==> config.mk <==
export PLATFORM = sky130hd
export DESIGN_NAME = count_monitor
export DESIGN_NICKNAME = d
export VERILOG_FILES = /design/src/rtl/count_mon_pkg.sv /design/src/rtl/count_mon_sat_ctr.sv /design/src/rtl/count_monitor.sv
export SDC_FILE = /design/constraint.sdc
export NUM_CORES = 1
export LEC_CHECK = 0
export ABC_AREA = 0
export BUFFER_PORTS_ARGS = -buffer_cell sky130_fd_sc_hd__buf_2
export CAP_MARGIN = 15
export CORE_UTILIZATION = 46
export CTS_BUF_LIST = sky130_fd_sc_hd__clkbuf_4
export CTS_CLUSTER_SIZE = 28
export DETAILED_ROUTE_END_ITERATION = 16
export PLACE_DENSITY = 0.86
export SLEW_MARGIN = 25
export SYNTH_ARGS = -nofsm -noshare
export SYNTH_HDL_FRONTEND = slang
export SYNTH_HIERARCHICAL = 1
export SYNTH_SLANG_ARGS = --single-unit
==> constraint.sdc <==
create_clock -name clk -period 2.5 [get_ports clk]
set_clock_uncertainty 0.1 [all_clocks]
set_input_delay 0.5 -clock clk [delete_from_list [all_inputs] [get_ports clk]]
set_output_delay 0.5 -clock clk [all_outputs]
set_load 0.05 [all_outputs]
==> src/rtl/count_mon_pkg.sv <==
`default_nettype none
// +----------------------------------------------------------------------+
// | count_mon_pkg : shared widths and state encoding for count_monitor    |
// | Revision      : 1.0                                                   |
// +----------------------------------------------------------------------+
package count_mon_pkg;

    localparam int COUNT_W   = 8;
    localparam int ERRCNT_W  = 8;
    localparam int WRAPCNT_W = 16;
    localparam int CONSEC_W  = 4;

    typedef enum logic [1:0] {
        IDLE  = 2'd0,
        TRACK = 2'd1,
        FAIL  = 2'd2
    } state_e;

    // Value the observed counter should show one edge after (cnt, en).
    function automatic logic [COUNT_W-1:0] next_expected(
        input logic [COUNT_W-1:0] cnt,
        input logic               en
    );
        return cnt + COUNT_W'(en);
    endfunction

endpackage
`default_nettype wire

==> src/rtl/count_mon_sat_ctr.sv <==
`default_nettype none
// +----------------------------------------------------------------------+
// | count_mon_sat_ctr : saturating up-counter with synchronous clear      |
// | Revision          : 1.0                                               |
// +----------------------------------------------------------------------+
module count_mon_sat_ctr #(
    parameter int WIDTH = 8
) (
    input  logic             clk,
    input  logic             reset,
    input  logic             clr,
    input  logic             inc,
    output logic [WIDTH-1:0] count
);

    localparam logic [WIDTH-1:0] MAX_VAL = {WIDTH{1'b1}};

    logic [WIDTH-1:0] count_d;
    logic [WIDTH-1:0] count_q;

    always_comb begin
        count_d = count_q;
        if (clr) begin
            count_d = '0;
        end else if (inc && (count_q != MAX_VAL)) begin
            count_d = count_q + WIDTH'(1);
        end
    end

    always_ff @(posedge clk) begin
        if (!reset) begin
            count_q <= '0;
        end else begin
            count_q <= count_d;
        end
    end

    assign count = count_q;

endmodule
`default_nettype wire

==> src/rtl/count_monitor.sv <==
`default_nettype none
// +----------------------------------------------------------------------+
// | count_monitor : checks an 8-bit counter against its enable/reset and  |
// |                 reports lock, mismatches and rollovers.               |
// | Option        : COUNT_MON_WRAP_CNT_EN builds the rollover counter.    |
// | Revision      : 1.0                                                   |
// +----------------------------------------------------------------------+
module count_monitor
    import count_mon_pkg::*;
#(
    parameter int ERR_THRESH = 4
) (
    input  logic                 clk,
    input  logic                 reset,
    input  logic                 ctrl,
    input  logic                 cnt_reset,
    input  logic [COUNT_W-1:0]   count,
    output logic                 locked,
    output logic                 fail,
    output logic                 err,
    output logic [ERRCNT_W-1:0]  err_count,
    output logic                 wrap,
    output logic [WRAPCNT_W-1:0] wrap_count
);

    localparam logic [CONSEC_W-1:0] THRESH_M1 = CONSEC_W'(ERR_THRESH - 1);

    state_e               state_d,      state_q;
    logic [COUNT_W-1:0]   prev_count_d, prev_count_q;
    logic                 prev_ctrl_d,  prev_ctrl_q;
    logic                 err_d,        err_q;
    logic                 wrap_d,       wrap_q;

    logic [COUNT_W-1:0]   expected;
    logic [CONSEC_W-1:0]  consec;
    logic                 consec_clr;
    logic                 consec_inc;
    logic                 err_inc;

    always_comb begin
        state_d      = state_q;
        prev_count_d = count;
        prev_ctrl_d  = ctrl;
        err_d        = 1'b0;
        wrap_d       = 1'b0;
        consec_clr   = 1'b0;
        consec_inc   = 1'b0;
        err_inc      = 1'b0;
        expected     = next_expected(prev_count_q, prev_ctrl_q);

        if (cnt_reset) begin
            // The counter restarts from zero, so the history is zeroed too.
            state_d      = IDLE;
            prev_count_d = '0;
            prev_ctrl_d  = 1'b0;
            consec_clr   = 1'b1;
        end else begin
            case (state_q)
                IDLE: begin
                    state_d = TRACK;
                end
                TRACK, FAIL: begin
                    if (count == expected) begin
                        consec_clr = 1'b1;
                    end else begin
                        err_d      = 1'b1;
                        err_inc    = 1'b1;
                        consec_inc = 1'b1;
                        if ((state_q == TRACK) && (consec >= THRESH_M1)) begin
                            state_d = FAIL;
                        end
                    end
                    wrap_d = (prev_count_q == {COUNT_W{1'b1}}) && prev_ctrl_q &&
                             (count == '0);
                end
                default: begin
                    state_d = IDLE;
                end
            endcase
        end
    end

    always_ff @(posedge clk) begin
        if (!reset) begin
            state_q      <= IDLE;
            prev_count_q <= '0;
            prev_ctrl_q  <= 1'b0;
            err_q        <= 1'b0;
            wrap_q       <= 1'b0;
        end else begin
            state_q      <= state_d;
            prev_count_q <= prev_count_d;
            prev_ctrl_q  <= prev_ctrl_d;
            err_q        <= err_d;
            wrap_q       <= wrap_d;
        end
    end

    count_mon_sat_ctr #(
        .WIDTH (CONSEC_W)
    ) u_consec_ctr (
        .clk   (clk),
        .reset (reset),
        .clr   (consec_clr),
        .inc   (consec_inc),
        .count (consec)
    );

    count_mon_sat_ctr #(
        .WIDTH (ERRCNT_W)
    ) u_err_ctr (
        .clk   (clk),
        .reset (reset),
        .clr   (1'b0),
        .inc   (err_inc),
        .count (err_count)
    );

`ifdef COUNT_MON_WRAP_CNT_EN
    logic [WRAPCNT_W-1:0] wrap_count_d;
    logic [WRAPCNT_W-1:0] wrap_count_q;

    // Free-running modulo-2^16 total; it moves on the same edge as wrap.
    always_comb begin
        wrap_count_d = wrap_count_q;
        if (wrap_d) begin
            wrap_count_d = wrap_count_q + WRAPCNT_W'(1);
        end
    end

    always_ff @(posedge clk) begin
        if (!reset) begin
            wrap_count_q <= '0;
        end else begin
            wrap_count_q <= wrap_count_d;
        end
    end

    assign wrap_count = wrap_count_q;
`else
    assign wrap_count = '0;
`endif

    assign locked = (state_q == TRACK);
    assign fail   = (state_q == FAIL);
    assign err    = err_q;
    assign wrap   = wrap_q;

endmodule
`default_nettype wire

==> impl_metrics.csv, run 1 <==
group,metric,value,unit
critical_path,path_class,"register to register",
cells_and_area,antenna_cells,0,
clocking,clockRootBuffer,"clkbuf_4",
floorplan,rows,20,
clocking,numClockSinks,25,
power,power.switching_fraction,0.3178,
global_routing,overflow,0,
synth,synth-edff-count,0,
drt,dr.pass1.iters,4,
floorplan,die_h,59.16,µm
synth,ys_seq_elements,25,
cells_and_area,final_layout_size_suffix_gt1_frac,0.2709,
timing,max_freq,0.4113,GHz
timing,finalCritPeriodShare,0.9725,
hold_path,hold-path-cell-count,2,
hold_path,hp-start,"ctrl",
synth,netlist_instances,169,
synth,synth_area_leaders,"dfxtp_1 33%, buf_4 8.0%, ha_1 5.8%, and2_1 4.2%, xnor2_1 3.5%",
placed_design,place_area,1650,µm²
clocking,clock_path_buffers,2,
power,intPower,0.5380,mW
synth,yosysMostFrequentCell,"dfxtp_1",
hold_path,hold_class,"input port to register",
hold_path,hold_end,"prev_ctrl_q",
placed_design,portBuffers,23,
drt,vias_per_cell,5.389,
job,drv_cap,0,
critical_path,cp.arrival,2570,ps
drt,drt_iter0_drc,39,
critical_path,cp.required,2640,ps
drt,avgRoutedWirePerCell,12.38,µm
cells_and_area,final_area,1772,µm²
power,pwr-share-comb,0.222,
synth,synth_area_leader_cell,"dfxtp_1",
drt,drc,0,
timing,maxSlewViolCount,0,
cells_and_area,nets,223,
cells_and_area,fin_util,0.5756,
synth,netlist_area,1503,µm²
power,p_switching,0.2506,mW
floorplan,initial_utilization,0.4882,
timing,fin_crit,2431,ps
run_status,status,"finished clean",
drt,drtAntennaViolNets,0,
global_routing,grt_usage,0.1671,
drt,num_vias,1331,
cells_and_area,syn2layout_area_growth,17.90,%
synth,ys.flop_type,"dfxtp_1",
synth,yosysWarnings,6,
synth,ys_types,44,
floorplan,die_w,59.16,µm
synth,synth_commonest_cells,"25 x dfxtp_1, 16 x buf_4, 10 x a21oi_1, 10 x and2_1",
clocking,numCtsBuffers,3,
drt,drt-total-wl,3.059,mm
floorplan,num_io_pins,40,
critical_path,r2r_setup_slack,70,ps
global_routing,grt_start_max_net_pins,14,
placed_design,place_inst,240,
timing,setup_viol,0,
synth,synth.top_cell.area_share,0.3331,
floorplan,dieArea,3499,µm²
critical_path,r2r-end,"u_err_ctr/count[7]",
cells_and_area,fin_cells,247,
floorplan,core,3078,µm²
critical_path,rr_worst_depth,12,
global_routing,antenna_found_initial,0,
critical_path,path_max_fanout,5,
power,power,0.7886,mW
power,clockPowerShare,0.246,
placed_design,gp_congestion,0.8020,
timing,timing.hold.ws,282.8,ps
global_routing,grt_pass1_wl,4.498,mm
clocking,clock_latency,320,ps
synth,synth_async_sr_flop_share,0,
clocking,clk_pin_slew,140,ps
critical_path,critPathLaunchType,"register",
critical_path,end_kind,"register",
power,p_leak,0.7105,nW
synth,synth_area_per_cell,8.892,µm²
clocking,cts_tree,"done",
placed_design,dp_hpwl,2.042,mm
timing,hold_viol,0,
synth,yosysSeqAreaShare,0.3331,
power,power-per-cell-area,445.1,nW/µm²
power,vdd_drop_max,227.7,µV
global_routing,grt_pass1_vias,1042,
critical_path,r2r_start,"prev_count_q[0]",
clocking,h-tree-depth,1,
power,seq_power_share,0.532,
## area by class of cell
cell class,count,area (µm²)
Tap cell,44,55.05
Clock buffer,4,30.03
Timing Repair Buffer,31,175.2
Inverter,4,15.01
Sequential cell,25,503.0
Fill cell,282,1306
Multi-Input combinational cell,139,993.5
## sequential cells by signal, indices dropped and copies added (netlist names)
register            flops
err                     1
u_err_ctr/count         8
u_consec_ctr/count      4
state_q                 2
prev_ctrl_q             1
prev_count_q            8
wrap                    1
## metal layers
layer / GRT usage / vias up / part of all wire / routed length, µm
met1: 0.2335 / 632 / 0.48 / 1473
met2: 0.2614 / 41 / 0.46 / 1404
met5: 0 / - / 0 / 0
met3: 0.02402 / 8 / 0.041 / 126
li1: - / 650 / - / -
met4: 0.06122 / 0 / 0.018 / 55
## metrics by stage
stage / worst slack (ps) / TNS, ps
floorplan: 64.45 / 0
global placement: 99.13 / 0
detailed placement: 30.97 / 0
CTS: 49.49 / 0
global route: -49.38 / -172.7
finish: 68.65 / 0
## critical path, cell delays in order (launching register included)
cell       delay [ps]
dfxtp_2           360
ha_4              170
ha_4              180
nor2b_1           150
o22a_1            210
o2bb2ai_2          90
nand3_1           120
nor2_2             70
nor3b_4           210
buf_4             150
and4_4            250
a21oi_1            60
a311oi_1          230
## power groups by stage
| stage | Combinational (mW) | Clock [mW] | Sequential (mW) |
|---|---|---|---|
| 6_report | 0.175 | 0.194 | 0.420 |
| 5_1_grt | 0.189 | 0.215 | 0.421 |
| 4_1_cts | 0.162 | 0.201 | 0.417 |
| 3_5_place_dp | 0.161 | 0 | 0.426 |
| 3_3_place_gp | 0.159 | 0 | 0.426 |
| 2_1_floorplan | 0.145 | 0 | 0.428 |
## what timing repair did
item                       CTS  global route
hold buffers                 0             0
buffers inserted             0             4
pin swaps                    0             7
gates resized for setup      2            13
setup endpoints to repair    1             6
## placed cells by master (no fill, tap or decap), types with 6 or more instances in the layout
master   count
nand4_1      7
and2_1      10
buf_2       23
nor2b_1      6
nand2_1      7
o21ai_0      6
xnor2_1      6
a21oi_1     10
buf_4        8
conb_1      18
dfxtp_1     23
## cells by family after synthesis
family	Yosys count	synth area share
and+or+nand+nor	70	0.2923
AOI/OAI and AO/OA	31	0.1382
DFF	25	0.3331
buffers and inverters	22	0.09575
xor gates and xnor gates	8	0.04663
adders and majority gates	7	0.05828
muxes	5	0.03331
other	1	0.002496
## worst max-delay path by stage
stage | from | end | cells past startpoint
detailed placement | prev_count_q[0] | u_err_ctr/count[6] | 12
floorplan | prev_ctrl_q | u_err_ctr/count[5] | 10
CTS | prev_count_q[0] | u_err_ctr/count[6] | 12
global route | prev_count_q[2] | u_err_ctr/count[7] | 10
finish | prev_count_q[0] | u_err_ctr/count[7] | 12
global placement | prev_count_q[0] | u_err_ctr/count[6] | 12
Note: power is estimated with default switching activity, not from simulation.
==> run 2, diff against run 1 <==
Settings changed: MAX_ROUTING_LAYER set to met4.
==> run 2 against run 1 <==
Combinational power about the same. Design area unchanged. Register-to-register slack about the same. Worst setup slack about the same. Final cell count unchanged. Sequential share of layout area unchanged. Flip-flop and latch count unchanged. Clock power about the same. Critical path type unchanged. Wire length about the same. Critical path depth unchanged.
==> impl_metrics.csv, run 2 (synthesized netlist as in run 1, its figures left out) <==
group,metric,value,unit
run_status,status,"finished clean",
critical_path,cp.required,2640,ps
power,power.switching_fraction,0.3178,
drt,dr.pass1.iters,4,
drt,vias_per_cell,5.389,
power,intPower,0.5380,mW
power,clockPowerShare,0.246,
timing,finalSetupTns,0,ps
critical_path,cp.arrival,2570,ps
clocking,clk_pin_slew,140,ps
critical_path,cpMaxStageDelayCell,"dfxtp_2",
drt,drt_iter0_drc,40,
placed_design,place_inst,240,
critical_path,slowest_delay,360,ps
timing,fin_crit,2431,ps
hold_path,hp-start,"ctrl",
clocking,h-tree-depth,1,
floorplan,die_h,59.16,µm
timing,hold_viol,0,
critical_path,path_class,"register to register",
drt,avgRoutedWirePerCell,12.38,µm
floorplan,initial_utilization,0.4882,
timing,fin_ws,68.88,ps
power,p_leak,0.7105,nW
clocking,numClockSinks,25,
timing,finalCritPeriodShare,0.9724,
placed_design,pre_cts_ws,30.97,ps
global_routing,grt_start_max_net_pins,14,
power,pwr-share-comb,0.222,
clocking,clock_path_buffers,2,
cells_and_area,antenna_cells,0,
critical_path,path_max_fanout,5,
cells_and_area,syn2layout_area_growth,17.90,%
timing,max_freq,0.4113,GHz
clocking,numCtsBuffers,3,
timing,setup_viol,0,
critical_path,crit_top_cell,"ha_4",
critical_path,end_kind,"register",
floorplan,num_io_pins,40,
drt,drc,0,
clocking,cts_tree,"done",
hold_path,hold-path-cell-count,2,
clocking,clockRootBuffer,"clkbuf_4",
critical_path,r2r_start,"prev_count_q[0]",
power,vdd_drop_max,227.7,µV
global_routing,antenna_found_initial,0,
hold_path,hold_end,"prev_ctrl_q",
placed_design,gp_congestion,0.8137,
power,seq_power_share,0.532,
critical_path,r2r-end,"u_err_ctr/count[7]",
timing,maxSlewViolCount,0,
floorplan,rows,20,
power,power-per-cell-area,445.1,nW/µm²
global_routing,grt_usage,0.1716,
power,power,0.7886,mW
cells_and_area,layout_common_cells,"23 x dfxtp_1, 23 x buf_2, 18 x conb_1, 10 x and2_1, 10 x a21oi_1",
global_routing,grt_pass1_wl,4.498,mm
critical_path,crit_chain,"ha_4 -> ha_4 -> nor2b_1 -> o22a_1 -> o2bb2ai_2 -> nand3_1 -> nor2_2 -> nor3b_4 -> buf_4 -> and4_4 -> a21oi_1 -> a311oi_1",
power,p_switching,0.2506,mW
timing,timing.hold.ws,282.8,ps
placed_design,portBuffers,23,
cells_and_area,fin_cells,247,
global_routing,overflow,0,
drt,num_vias,1331,
drt,drtAntennaViolNets,0,
placed_design,dp_hpwl,2.042,mm
critical_path,critPathLaunchType,"register",
floorplan,die_w,59.16,µm
cells_and_area,nets,223,
job,drv_cap,0,
drt,drt-total-wl,3.058,mm
cells_and_area,final_layout_size_suffix_gt1_frac,0.2709,
critical_path,r2r_setup_slack,70,ps
floorplan,dieArea,3499,µm²
floorplan,core,3078,µm²
clocking,hold_buffers,0,
hold_path,hold_class,"input port to register",
critical_path,rr_worst_depth,12,
clocking,clock_latency,320,ps
global_routing,grt_pass1_vias,1042,
-- run 2: cell counts in the layout (fill, tap and decap cells not counted) --
No cell type changed its count.
-- run 2: power by group through the flow --
stage	registers (mW)	clock network, mW	logic [mW]
global route	0.421	0.215	0.189
global placement	0.426	0	0.159
detailed placement	0.426	0	0.161
finish	0.420	0.194	0.175
CTS	0.417	0.201	0.162
floorplan	0.428	0	0.145
-- run 2: per-layer routing --
| layer | global-route usage | part of all wire | vias up |
|---|---|---|---|
| met3 | 0.02402 | 0.041 | 8 |
| met4 | 0.06122 | 0.019 | 0 |
| met1 | 0.2294 | 0.48 | 632 |
| met5 | - | 0 | - |
| met2 | 0.2646 | 0.46 | 41 |
| li1 | - | - | 650 |
-- run 2: how the worst max path moves through the flow --
stage,start,to,cells after the start
floorplan,prev_ctrl_q,u_err_ctr/count[5],10
global placement,prev_count_q[0],u_err_ctr/count[6],12
detailed placement,prev_count_q[0],u_err_ctr/count[6],12
CTS,prev_count_q[0],u_err_ctr/count[6],12
global route,prev_count_q[2],u_err_ctr/count[7],10
finish,prev_count_q[0],u_err_ctr/count[7],12
-- run 2: worst max-delay path: cells and delay by family, from the launching register on --
family | cells | cell delay, ps
and+or+nand+nor | 5 | 800
AOI/OAI and AO/OA | 4 | 590
DFF | 1 | 360
adders and majority gates | 2 | 350
buffers and inverters | 1 | 150
-- run 2: area by class of cell --
cell class,instances,area [µm²]
Fill cell,282,1306
Tap cell,44,55.05
Timing Repair Buffer,31,175.2
Multi-Input combinational cell,139,993.5
Clock buffer,4,30.03
Sequential cell,25,503.0
Inverter,4,15.01
-- run 2: timing repair --
item	in CTS	in global routing
endpoints found under the setup margin	1	6
pin swaps	0	7
setup buffers	0	4
resized for setup	2	13
-- run 2: metrics by stage --
stage / util / cell area (µm²)
finish: 0.5756 / 1772
global route: 0.5756 / 1772
CTS: 0.5476 / 1685
detailed placement: 0.5362 / 1650
global placement: 0.5362 / 1650
floorplan: - / 1572
==> run 3, diff against run 2 <==
Settings changed: CORE_ASPECT_RATIO set to 1.75.
==> run 3 against run 2 <==
Final cell count unchanged. Global-route usage increased by 3.4 points. Sequential power about the same. First-iteration DRC count fell by 28%. Critical path depth unchanged. Wire length up 12%. Combinational power is essentially flat. Die area is 0.26% higher. Sequential share of layout area shrank 0.21 points. Count of clock-buffer cells in the layout fell by 1. Total power about the same. Critical endpoint is now u_consec_ctr/count[2].
==> impl_metrics.csv, run 3 (synthesized netlist as in run 1, its figures left out) <==
group,metric,value,unit
run_status,status,"finished clean",
cells_and_area,nets,224,
critical_path,rr_worst_depth,12,
cells_and_area,syn2layout_area_growth,19.07,%
global_routing,busiest_layer,"met2",
timing,setup_viol,0,
power,vdd_drop_max,394.9,µV
clocking,clk_pin_slew,140,ps
timing,maxSlewViolCount,0,
critical_path,r2r_setup_slack,20,ps
clocking,h-tree-depth,1,
drt,vias_per_cell,5.372,
floorplan,die_h,77.61,µm
clocking,cts_tree,"done",
critical_path,end_kind,"register",
critical_path,cp.arrival,2650,ps
timing,fin_ws,20.56,ps
power,power,0.7878,mW
floorplan,initial_utilization,0.4783,
clocking,clock_path_buffers,2,
global_routing,grt_pass1_wl,5.271,mm
clocking,clock_latency,330,ps
cells_and_area,final_layout_size_suffix_gt1_frac,0.2892,
placed_design,portBuffers,23,
critical_path,critPathLaunchType,"register",
drt,num_vias,1327,
critical_path,path_max_fanout,5,
placed_design,place_inst,239,
critical_path,r2r-end,"u_consec_ctr/count[2]",
cells_and_area,antenna_cells,0,
global_routing,antenna_found_initial,0,
floorplan,num_io_pins,40,
floorplan,dieArea,3508,µm²
critical_path,cp.required,2670,ps
global_routing,grt_pass1_vias,1286,
drt,drc,0,
power,p_leak,0.7186,nW
placed_design,pre_cts_ws,-26.25,ps
drt,dr.pass1.iters,4,
global_routing,grt_start_max_net_pins,15,
timing,rsz0062_at_grt,"true",
drt,drtAntennaViolNets,0,
floorplan,rows,27,
timing,fin_crit,2479,ps
timing,tightest_slew,505.8,ps
clocking,numClockSinks,25,
global_routing,grt_usage,0.2055,
clocking,numCtsBuffers,3,
placed_design,dp_hpwl,2.524,mm
floorplan,core,3142,µm²
critical_path,r2r_start,"prev_ctrl_q",
cells_and_area,layout.cells.most_common,"buf_2",
hold_path,hold_class,"input port to register",
drt,drt_iter0_drc,29,
critical_path,crit_path_end,"u_consec_ctr/count[2]",
placed_design,place_area,1649,µm²
timing,max_freq,0.4033,GHz
critical_path,path_class,"register to register",
power,power-per-cell-area,440.3,nW/µm²
drt,avgRoutedWirePerCell,13.82,µm
drt,drt-total-wl,3.414,mm
critical_path,startpoint,"prev_ctrl_q",
timing,finalCritPeriodShare,0.9918,
cells_and_area,fin_cells,247,
global_routing,overflow,0,
clocking,clockRootBuffer,"clkbuf_4",
timing,hold_viol,0,
job,drv_cap,0,
global_routing,grt_util_met2,0.3652,
floorplan,die_w,45.21,µm
global_routing,use_met3,0.02326,
global_routing,use_met1,0.1925,
cells_and_area,final_area,1789,µm²
clocking,hold_buffers,0,
cells_and_area,layout_common_cells,"23 x buf_2, 22 x dfxtp_1, 18 x conb_1, 10 x and2_1",
timing,slew_headroom,0.6621,
placed_design,gp_congestion,0.8065,
[run 3: changes by cell type in the layout (fill, tap and decap cells not counted), sizes merged]
cell | previous run | this run
clkbuf | 4 | 3
clkdlybuf4s15 | 0 | 1
clkinv | 0 | 1
[run 3: metrics by stage]
stage / hold slack, ps / util / TNS [ps]
floorplan: 348.2 / - / 0
global placement: 387.1 / 0.5249 / 0
detailed placement: 394.5 / 0.5249 / -26.25
CTS: 266.9 / 0.5352 / 0
global route: 267.5 / 0.5695 / -200.9
finish: 274.9 / 0.5695 / 0
[run 3: worst max-delay path, cell delays in order, from the launching register on]
cell and delay, ps:
dfxtp_2 360, ha_4 180, ha_4 260, xnor2_1 100, nand2_1 90, a211oi_2 230
nand3_1 120, nor2_2 170, nor3b_2 80, buf_4 130, clkdlybuf4s15_2 230, and4b_2 240
nor3_2 140
[run 3: worst min-delay path by stage]
stage	end	cells past startpoint	start	slack (ps)
CTS	prev_ctrl_q	2	ctrl	270
detailed placement	u_err_ctr/count[1]	2	u_err_ctr/count[1]	390
floorplan	wrap	2	prev_count_q[7]	350
global route	prev_ctrl_q	2	ctrl	270
finish	prev_ctrl_q	2	ctrl	270
global placement	state_q[1]	2	state_q[1]	390
[run 3: cell type report]
class,instances,area [µm²]
Inverter,4,15.01
Multi-Input combinational cell,139,1002
Timing Repair Buffer,32,186.4
Sequential cell,25,504.2
Fill cell,291,1353
Clock inverter,1,5.005
Clock buffer,3,22.52
Tap cell,43,53.80
[run 3: timing repair]
| item | 4_1_cts | 5_1_grt |
|---|---|---|
| setup endpoints to repair | 3 | 8 |
| gates resized for setup | 2 | 16 |
| buffers inserted | 0 | 3 |
| cloned | 0 | 1 |
| pin swaps | 2 | 10 |
[run 3: power by group]
group          total (mW)  switching, mW  internal, mW
combinational       0.178          0.121        0.0575
clock               0.189          0.129        0.0602
sequential          0.421         0.0117         0.409
[run 3: metal layers]
metal | part of all wire | vias to the layer above
met1 | 0.36 | 625
li1 | - | 651
met4 | 0.035 | 0
met5 | 0 | -
met3 | 0.033 | 13
met2 | 0.57 | 38
